$ cat config.mk
export PLATFORM = sky130hd
export DESIGN_NAME = multicycle_control
export DESIGN_NICKNAME = d
export VERILOG_FILES = /design/src/rtl/multicycle_control.sv
export SDC_FILE = /design/constraint.sdc
export NUM_CORES = 1
export LEC_CHECK = 0
export CORE_MARGIN = 3
export CORE_UTILIZATION = 35
export CTS_CLUSTER_DIAMETER = 100
export DETAILED_ROUTE_END_ITERATION = 12
export DONT_BUFFER_PORTS = 1
export PLACE_DENSITY_LB_ADDON = 0.2
export REMOVE_ABC_BUFFERS = 1
export SLEW_MARGIN = 20
export SYNTH_ARGS = -nofsm -noshare
export SYNTH_HDL_FRONTEND = slang
export SYNTH_SLANG_ARGS = --single-unit
$ cat constraint.sdc
create_clock -name clk -period 2.15 [get_ports clk]
set_input_delay 0.645 -clock clk [delete_from_list [all_inputs] [get_ports clk]]
set_output_delay 0.645 -clock clk [all_outputs]
set_load 0.01 [all_outputs]
$ cat src/rtl/multicycle_control.sv
// Multi-cycle RV32 control unit: sequences FETCH/DECODE/EXEC/MEM/WB and drives
// datapath selects and enables, with memory-wait stretching, timeout and illegal-opcode trapping.
module multicycle_control #(
  parameter int MEM_TIMEOUT     = 15,
  parameter bit HALT_ON_ILLEGAL = 1'b1
) (
  input  logic       clk,
  input  logic       reset,
  input  logic [6:0] opcode,
  input  logic       zero,
  input  logic       mem_ready,
  output logic       pc_write,
  output logic       ir_write,
  output logic [1:0] pc_src,
  output logic       iord,
  output logic       mem_req,
  output logic       mem_read,
  output logic       mem_write,
  output logic [1:0] alusrc_a,
  output logic [1:0] alusrc_b,
  output logic [1:0] alu_op,
  output logic       reg_write,
  output logic [1:0] mem_to_reg,
  output logic       instr_done,
  output logic       illegal,
  output logic       bus_error,
  output logic       halted
);
  localparam int CW = (MEM_TIMEOUT > 0) ? $clog2(MEM_TIMEOUT + 1) : 1;

  typedef enum logic [2:0] {S_FETCH, S_DECODE, S_EXEC, S_MEM, S_WB, S_HALT} state_t;
  typedef enum logic [2:0] {C_R, C_IALU, C_LOAD, C_STORE, C_BRANCH, C_JAL, C_JALR, C_LUI} cls_t;

  state_t        state_q, state_d;
  cls_t          cls_q, cls_d, dec_cls;
  logic [CW-1:0] cnt_q, cnt_d;
  logic          berr_q, berr_d;
  logic          dec_legal, wait_st, timeout;

  always_comb begin
    dec_legal = 1'b1;
    dec_cls   = C_R;
    case (opcode)
      7'b0110011: dec_cls = C_R;
      7'b0010011: dec_cls = C_IALU;
      7'b0000011: dec_cls = C_LOAD;
      7'b0100011: dec_cls = C_STORE;
      7'b1100011: dec_cls = C_BRANCH;
      7'b1101111: dec_cls = C_JAL;
      7'b1100111: dec_cls = C_JALR;
      7'b0110111: dec_cls = C_LUI;
      default:    dec_legal = 1'b0;
    endcase
  end

  assign wait_st = (state_q == S_FETCH) || (state_q == S_MEM);
  // A ready in the timeout cycle still completes the access normally.
  assign timeout = (MEM_TIMEOUT != 0) && wait_st && !mem_ready &&
                   (cnt_q == CW'(MEM_TIMEOUT));

  always_comb begin
    state_d = state_q;
    cls_d   = cls_q;
    berr_d  = berr_q;
    cnt_d   = '0;
    case (state_q)
      S_FETCH:  if (mem_ready) state_d = S_DECODE;
      S_DECODE: begin
        if (dec_legal) begin
          state_d = S_EXEC;
          cls_d   = dec_cls;
        end else begin
          state_d = HALT_ON_ILLEGAL ? S_HALT : S_FETCH;
        end
      end
      S_EXEC: begin
        case (cls_q)
          C_R, C_IALU, C_LUI: state_d = S_WB;
          C_LOAD, C_STORE:    state_d = S_MEM;
          default:            state_d = S_FETCH;
        endcase
      end
      S_MEM:    if (mem_ready) state_d = (cls_q == C_LOAD) ? S_WB : S_FETCH;
      S_WB:     state_d = S_FETCH;
      default:  state_d = S_HALT;
    endcase
    if (wait_st && !mem_ready) cnt_d = cnt_q + CW'(1);
    if (timeout) begin
      state_d = S_HALT;
      berr_d  = 1'b1;
    end
  end

  always_ff @(posedge clk or posedge reset) begin
    if (reset) begin
      state_q <= S_FETCH;
      cls_q   <= C_R;
      cnt_q   <= '0;
      berr_q  <= 1'b0;
    end else begin
      state_q <= state_d;
      cls_q   <= cls_d;
      cnt_q   <= cnt_d;
      berr_q  <= berr_d;
    end
  end

  // Outputs decode the state; everything is forced low while reset is high.
  always_comb begin
    pc_write = 1'b0; ir_write = 1'b0; pc_src = 2'b00; iord = 1'b0;
    mem_req = 1'b0; mem_read = 1'b0; mem_write = 1'b0;
    alusrc_a = 2'b00; alusrc_b = 2'b00; alu_op = 2'b00;
    reg_write = 1'b0; mem_to_reg = 2'b00; instr_done = 1'b0;
    illegal = 1'b0; bus_error = 1'b0; halted = 1'b0;
    if (!reset) begin
      bus_error = berr_q;
      case (state_q)
        S_FETCH: begin
          mem_req  = 1'b1; mem_read = 1'b1; alusrc_b = 2'b01;
          ir_write = mem_ready; pc_write = mem_ready;
        end
        S_DECODE: begin
          alusrc_a = 2'b10; alusrc_b = 2'b10;
          illegal  = !dec_legal;
          instr_done = !dec_legal && !HALT_ON_ILLEGAL;
        end
        S_EXEC: begin
          case (cls_q)
            C_R:    begin alusrc_a = 2'b01; alusrc_b = 2'b00; alu_op = 2'b10; end
            C_IALU: begin alusrc_a = 2'b01; alusrc_b = 2'b10; alu_op = 2'b11; end
            C_LUI:  begin alusrc_a = 2'b11; alusrc_b = 2'b10; end
            C_LOAD, C_STORE: begin alusrc_a = 2'b01; alusrc_b = 2'b10; end
            C_BRANCH: begin
              alusrc_a = 2'b01; alu_op = 2'b01; pc_src = 2'b01;
              pc_write = zero; instr_done = 1'b1;
            end
            C_JAL: begin
              pc_src = 2'b01; pc_write = 1'b1; reg_write = 1'b1;
              mem_to_reg = 2'b10; instr_done = 1'b1;
            end
            default: begin
              alusrc_a = 2'b01; alusrc_b = 2'b10; pc_write = 1'b1;
              reg_write = 1'b1; mem_to_reg = 2'b10; instr_done = 1'b1;
            end
          endcase
        end
        S_MEM: begin
          mem_req   = 1'b1; iord = 1'b1;
          mem_read  = (cls_q == C_LOAD);
          mem_write = (cls_q == C_STORE);
          instr_done = (cls_q == C_STORE) && mem_ready;
        end
        S_WB: begin
          reg_write  = 1'b1;
          mem_to_reg = (cls_q == C_LOAD) ? 2'b01 : 2'b00;
          instr_done = 1'b1;
        end
        default: halted = 1'b1;
      endcase
    end
  end
endmodule

# Yosys cells after proc, flatten, opt, wreduce, memory -nomap -nowiden
# Index checks and enable logic that the tools add are counted.
# totals
regBits	11
in_bits	11
elab_cells	95
# op_classes
n_addsub	1
n_eq_ne	21
muxes	50
reduce_logical	19
# op_table
operator	count
1-bit two-way mux	24
7-bit by 6-bit == test with 1-bit output (second input constant)	3
7-bit == test (second input constant)	3
3-bit case mux with 7 select lines	1
3-bit two-way mux	5
3-bit case mux with 5 select lines	1
2-bit two-way mux	7
3-bit by 2-bit == test with 1-bit output (second input constant)	4
3-bit == test (second input constant)	4
2-bit case mux with 2 select lines	3
2-bit case mux with 3 select lines	2
5-bit OR reduction	2
1-bit case mux with 2 select lines	4
8-bit OR reduction	1
7-bit by 2-bit == test with 1-bit output (second input constant)	1
7-bit by 5-bit == test with 1-bit output (second input constant)	1
3-bit by 1-bit == test with 1-bit output (second input constant)	2
3-bit logical NOT	2
3-bit != test (second input constant)	2
3-bit case mux with 2 select lines	1
2-bit OR reduction	3
3-bit OR reduction	2
6-bit OR reduction	1
4-bit by 1-bit adder with 4-bit output (second input constant)	1
7 further kinds	11

# Logic depth before layout (Yosys ltp)
# depth
word_depth	6
mapped_depth	6

# Least setup slack after synthesis
# No wires, ideal clock.
# synth_path
path_kind	input port to output port
startpoint	input opcode[5]
endpoint	output illegal
arrival_ps	1481
required_time_ps	1505
setup_slack_ps	24
path_stages	5
path_buffers	1
cell_sequence	buf_2 -> nand2_1 -> a21boi_1 -> or2_2 -> a31oi_1
# synth_between
elab_chain_len	6
# synth_rtl
item	line_no	text
start: declaration	9	input logic [6:0] opcode,
7-bit by 6-bit == test with 1-bit output, or another cell as far along	43	case (opcode)
8-bit OR reduction (no source line) *	n/a	
1-bit two-way mux *	43	
1-bit logical NOT *	n/a	
1-bit two-way mux *	117	case (state_q)
1-bit two-way mux *	115	if (!reset) begin
end: declaration	25	output logic illegal,
# Every way passes the cells marked *; elsewhere a longest branch is shown, timed or not.

# Worst setup path in the final report
# layout_path
startpoint	register state_q[1]
endpoint	output halted
# layout_between
elab_chain_len	4
# layout_rtl
item	line_no	text
start: declaration	34	state_t state_q, state_d;
start signal: assignment	101	state_q <= state_d;
3-bit by 2-bit == test with 1-bit output, or another cell as far along	117	
5-bit OR reduction (no source line) *	n/a	
1-bit two-way mux *	117	
1-bit two-way mux *	115	
end: declaration	27	output logic halted
# Marks and branches as above.

==> out/metrics.csv <==
metric,value,unit
outcome,"finished, final reports clean",
worst-path cell with the longest stage delay,dfrtp_1,
clock transition at the registers of the reported paths,0.07,ns
PwrDens,324.9,nW/µm²
FF-to-FF End,cls_q[0],
yosys warns,0,
register area share after synthesis,28.24,%
dpl cell area,1046,µm²
family with the most delay on the worst path,simple AND/OR/NAND/NOR gates,
I/O pin count,32,
Sequential Power Share,54.6,%
hold_ws,0.2879,ns
Initial Util,37.96,%
Unique masters post-synth,46,
die footprint,3454,µm²
drt pass-1 iters,5,
antenna violations before repair,0,
Via density,5.607,
Antenna diodes,0,
gr ovfl total,0,
port bufs,0,
Net Sw Frac,22.54,%
"EDFF count, synth",0,
wire per inst,14.47,µm
"Hold-fix buffers, CTS",0,
synth top area cells,"dfrtp_1 28%, nor2_1 5.8%, nand2_1 5.4%, inv_1 3.9%, xnor2_1 3.6%",
TritonCTS buffer count,3,
power share of the combinational group,10.4,%
sw power,86.67,µW
share of the synthesized area in the top cell type,28.24,%
Final Hold Fails,0,
Clock Path Buffers,2,
DRC,0,
Post-DRT Antenna Nets,0,
GPL Wtd Cong,0.7977,
Clock Sink Count,11,
gr usage total,15.49,%
Internal,297.9,µW
Skew-Pair Late Insertion Delay,0.26,ns
RSZ-0062 raised after global routing,yes,
critical setup path kind,register to output port,
Mean Syn Cell Area,7.440,µm²
flop2flop setup slack,0.47,ns
Synth Cell Area,974.7,µm²
crit end category,output port,
pin count of the biggest net entering global routing,13,
max-slew violation count,0,
Leak,0.0004953,µW
Finished Core Util,46.10,%
worst vdd ir,0.0002201,V
Hold Path Class,input port to asynchronous set/reset pin,
"Design Area, Final",1184,µm²
vias in the first global route,923,
endpoints failing setup,0,
H-tree Lvls,1,
ys flop type,dfrtp_1,
first-pass GRT wire length,4195,µm
"slowest stage delay, CP",0.42,ns
final worst path period share,97.88,%
aggregate routed wire length,2504,µm
max cap viols,0,
Clk pwr share,35.0,%
core area,2567,µm²
# fillers,275,
overall power,384.6,µW
most frequent cells after synthesis,"15 x nor2_1, 14 x nand2_1, 11 x dfrtp_1",
worst r2r path cells,4,
CP Buf/Inv Count,2,
Max Fclk,475.2,MHz
Worst EP required,1.50,ns
Synth async-reset ratio,100.0,%
CP startpoint kind,register,
CP max FO,5,
"FF+latch count, synth",11,
reg-to-reg startpoint,state_q[2],
WP data arrival,1.46,ns
via count,970,
most common cell in the netlist,nor2_1,
Post-Syn Instances,131,
area delta synth->final,21.44,%
Die Span Y,58.77,µm
worst path cell trace,buf_4 -> or2_1 -> buf_4 -> and3_2,
std cell rows,18,
Root Driver,clkbuf_4,
width of the die,58.77,µm
DPL Wire Length,1929,µm
CTS tree,built,
final worst path period need,2.104,ns
Fin Clk Skew,0.003488,ns
critical path's most frequent cell,buf_4,
share of layout cells above drive strength 1,32.17,%
Iter 0 DRT Violations,39,
layout net count,156,
post-synth top area cell,dfrtp_1,
==> worst max path at each step <==
| stage | start | to | slack [ns] | depth (start not counted) |
|---|---|---|---|---|
| floorplan | reset | pc_write | 0.14 | 3 |
| detailed placement | reset | pc_write | 0.07 | 4 |
| global placement | opcode[6] | illegal | 0.09 | 4 |
| finish | state_q[1] | halted | 0.05 | 4 |
| global route | state_q[1] | mem_to_reg[0] | -0.02 | 4 |
| CTS | state_q[1] | reg_write | 0.0008 | 5 |
==> placed cells by master (no fill, tap or decap), types with 2 or more instances in the layout <==
master	Yosys	routed
buf_4	1	18
nand2_1	14	12
nor2_1	15	12
inv_1	10	9
dfrtp_1	11	8
o21ai_0	5	5
nor3_1	6	5
a21oi_1	4	4
a31oi_1	4	4
xnor2_1	4	4
nor3b_1	3	3
and3_1	3	3
nand3_1	4	3
clkbuf_4	0	3
dfrtp_2	0	3
or2_2	2	2
nor2b_1	3	2
mux2_1	2	2
o21bai_1	2	2
nor2_4	0	2
nand2_2	0	2
==> stage by stage <==
stage,setup TNS (ns),setup slack [ns],instances
floorplan,0,0.1387,121
CTS,0,0.0007531,168
global route,-0.02819,-0.01778,173
detailed placement,0,0.07394,163
finish,0,0.04554,173
global placement,0,0.08927,163
==> per-layer routing <==
metal	GRT usage, %	vias to the layer above	wire [µm]
met5	0	-	0
met4	6.472	0	46
met3	3.947	6	150
met2	23.97	24	1241
met1	20.41	462	1065
li1	-	478	-
==> power by group through the flow <==
| stage | sequential [µW] | combinational, µW | clock, µW |
|---|---|---|---|
| after CTS | 210 | 39.5 | 143 |
| after floorplan | 214 | 29.9 | 0 |
| final | 210 | 40.1 | 135 |
| after global placement | 214 | 38.0 | 0 |
| after global routing | 210 | 45.6 | 148 |
| after detailed placement | 214 | 39.0 | 0 |
==> what timing repair did <==
item / in CTS / in global routing
pin swaps: 0 / 5
setup endpoints to repair: 6 / 10
gates resized for setup: 5 / 15
buffers inserted: 1 / 5
==> kinds of logic (layout without fill, tap and decap cells) <==
group	after synthesis	count (layout)	synth area share [%]
multiplexers	2	2	2.310
adder cells (fa/ha/maj)	1	1	1.283
other	1	1	0.3847
AND/OR/NAND/NOR	62	62	32.35
AO/OA/AOI/OAI	29	29	21.31
buffers and inverters	20	32	9.629
XOR/XNOR	5	5	4.493
flip-flops	11	11	28.24
==> cell type report <==
type / count / area [µm²] / share of cell area (%)
flip-flops and latches: 11 / 279.0 / 23.57
multi-input cells: 100 / 668.1 / 56.45
repair buffers: 18 / 135.1 / 11.42
inverters: 10 / 37.54 / 3.171
clock buffers: 4 / 26.28 / 2.220
well taps: 30 / 37.54 / 3.171
==> state kept, by name, summed over array words and instances, names as in the netlist <==
register,count
cnt_q,4
cls_q,3
state_q,3
berr_q,1
No activity file was read; power rests on OpenSTA's default activity.
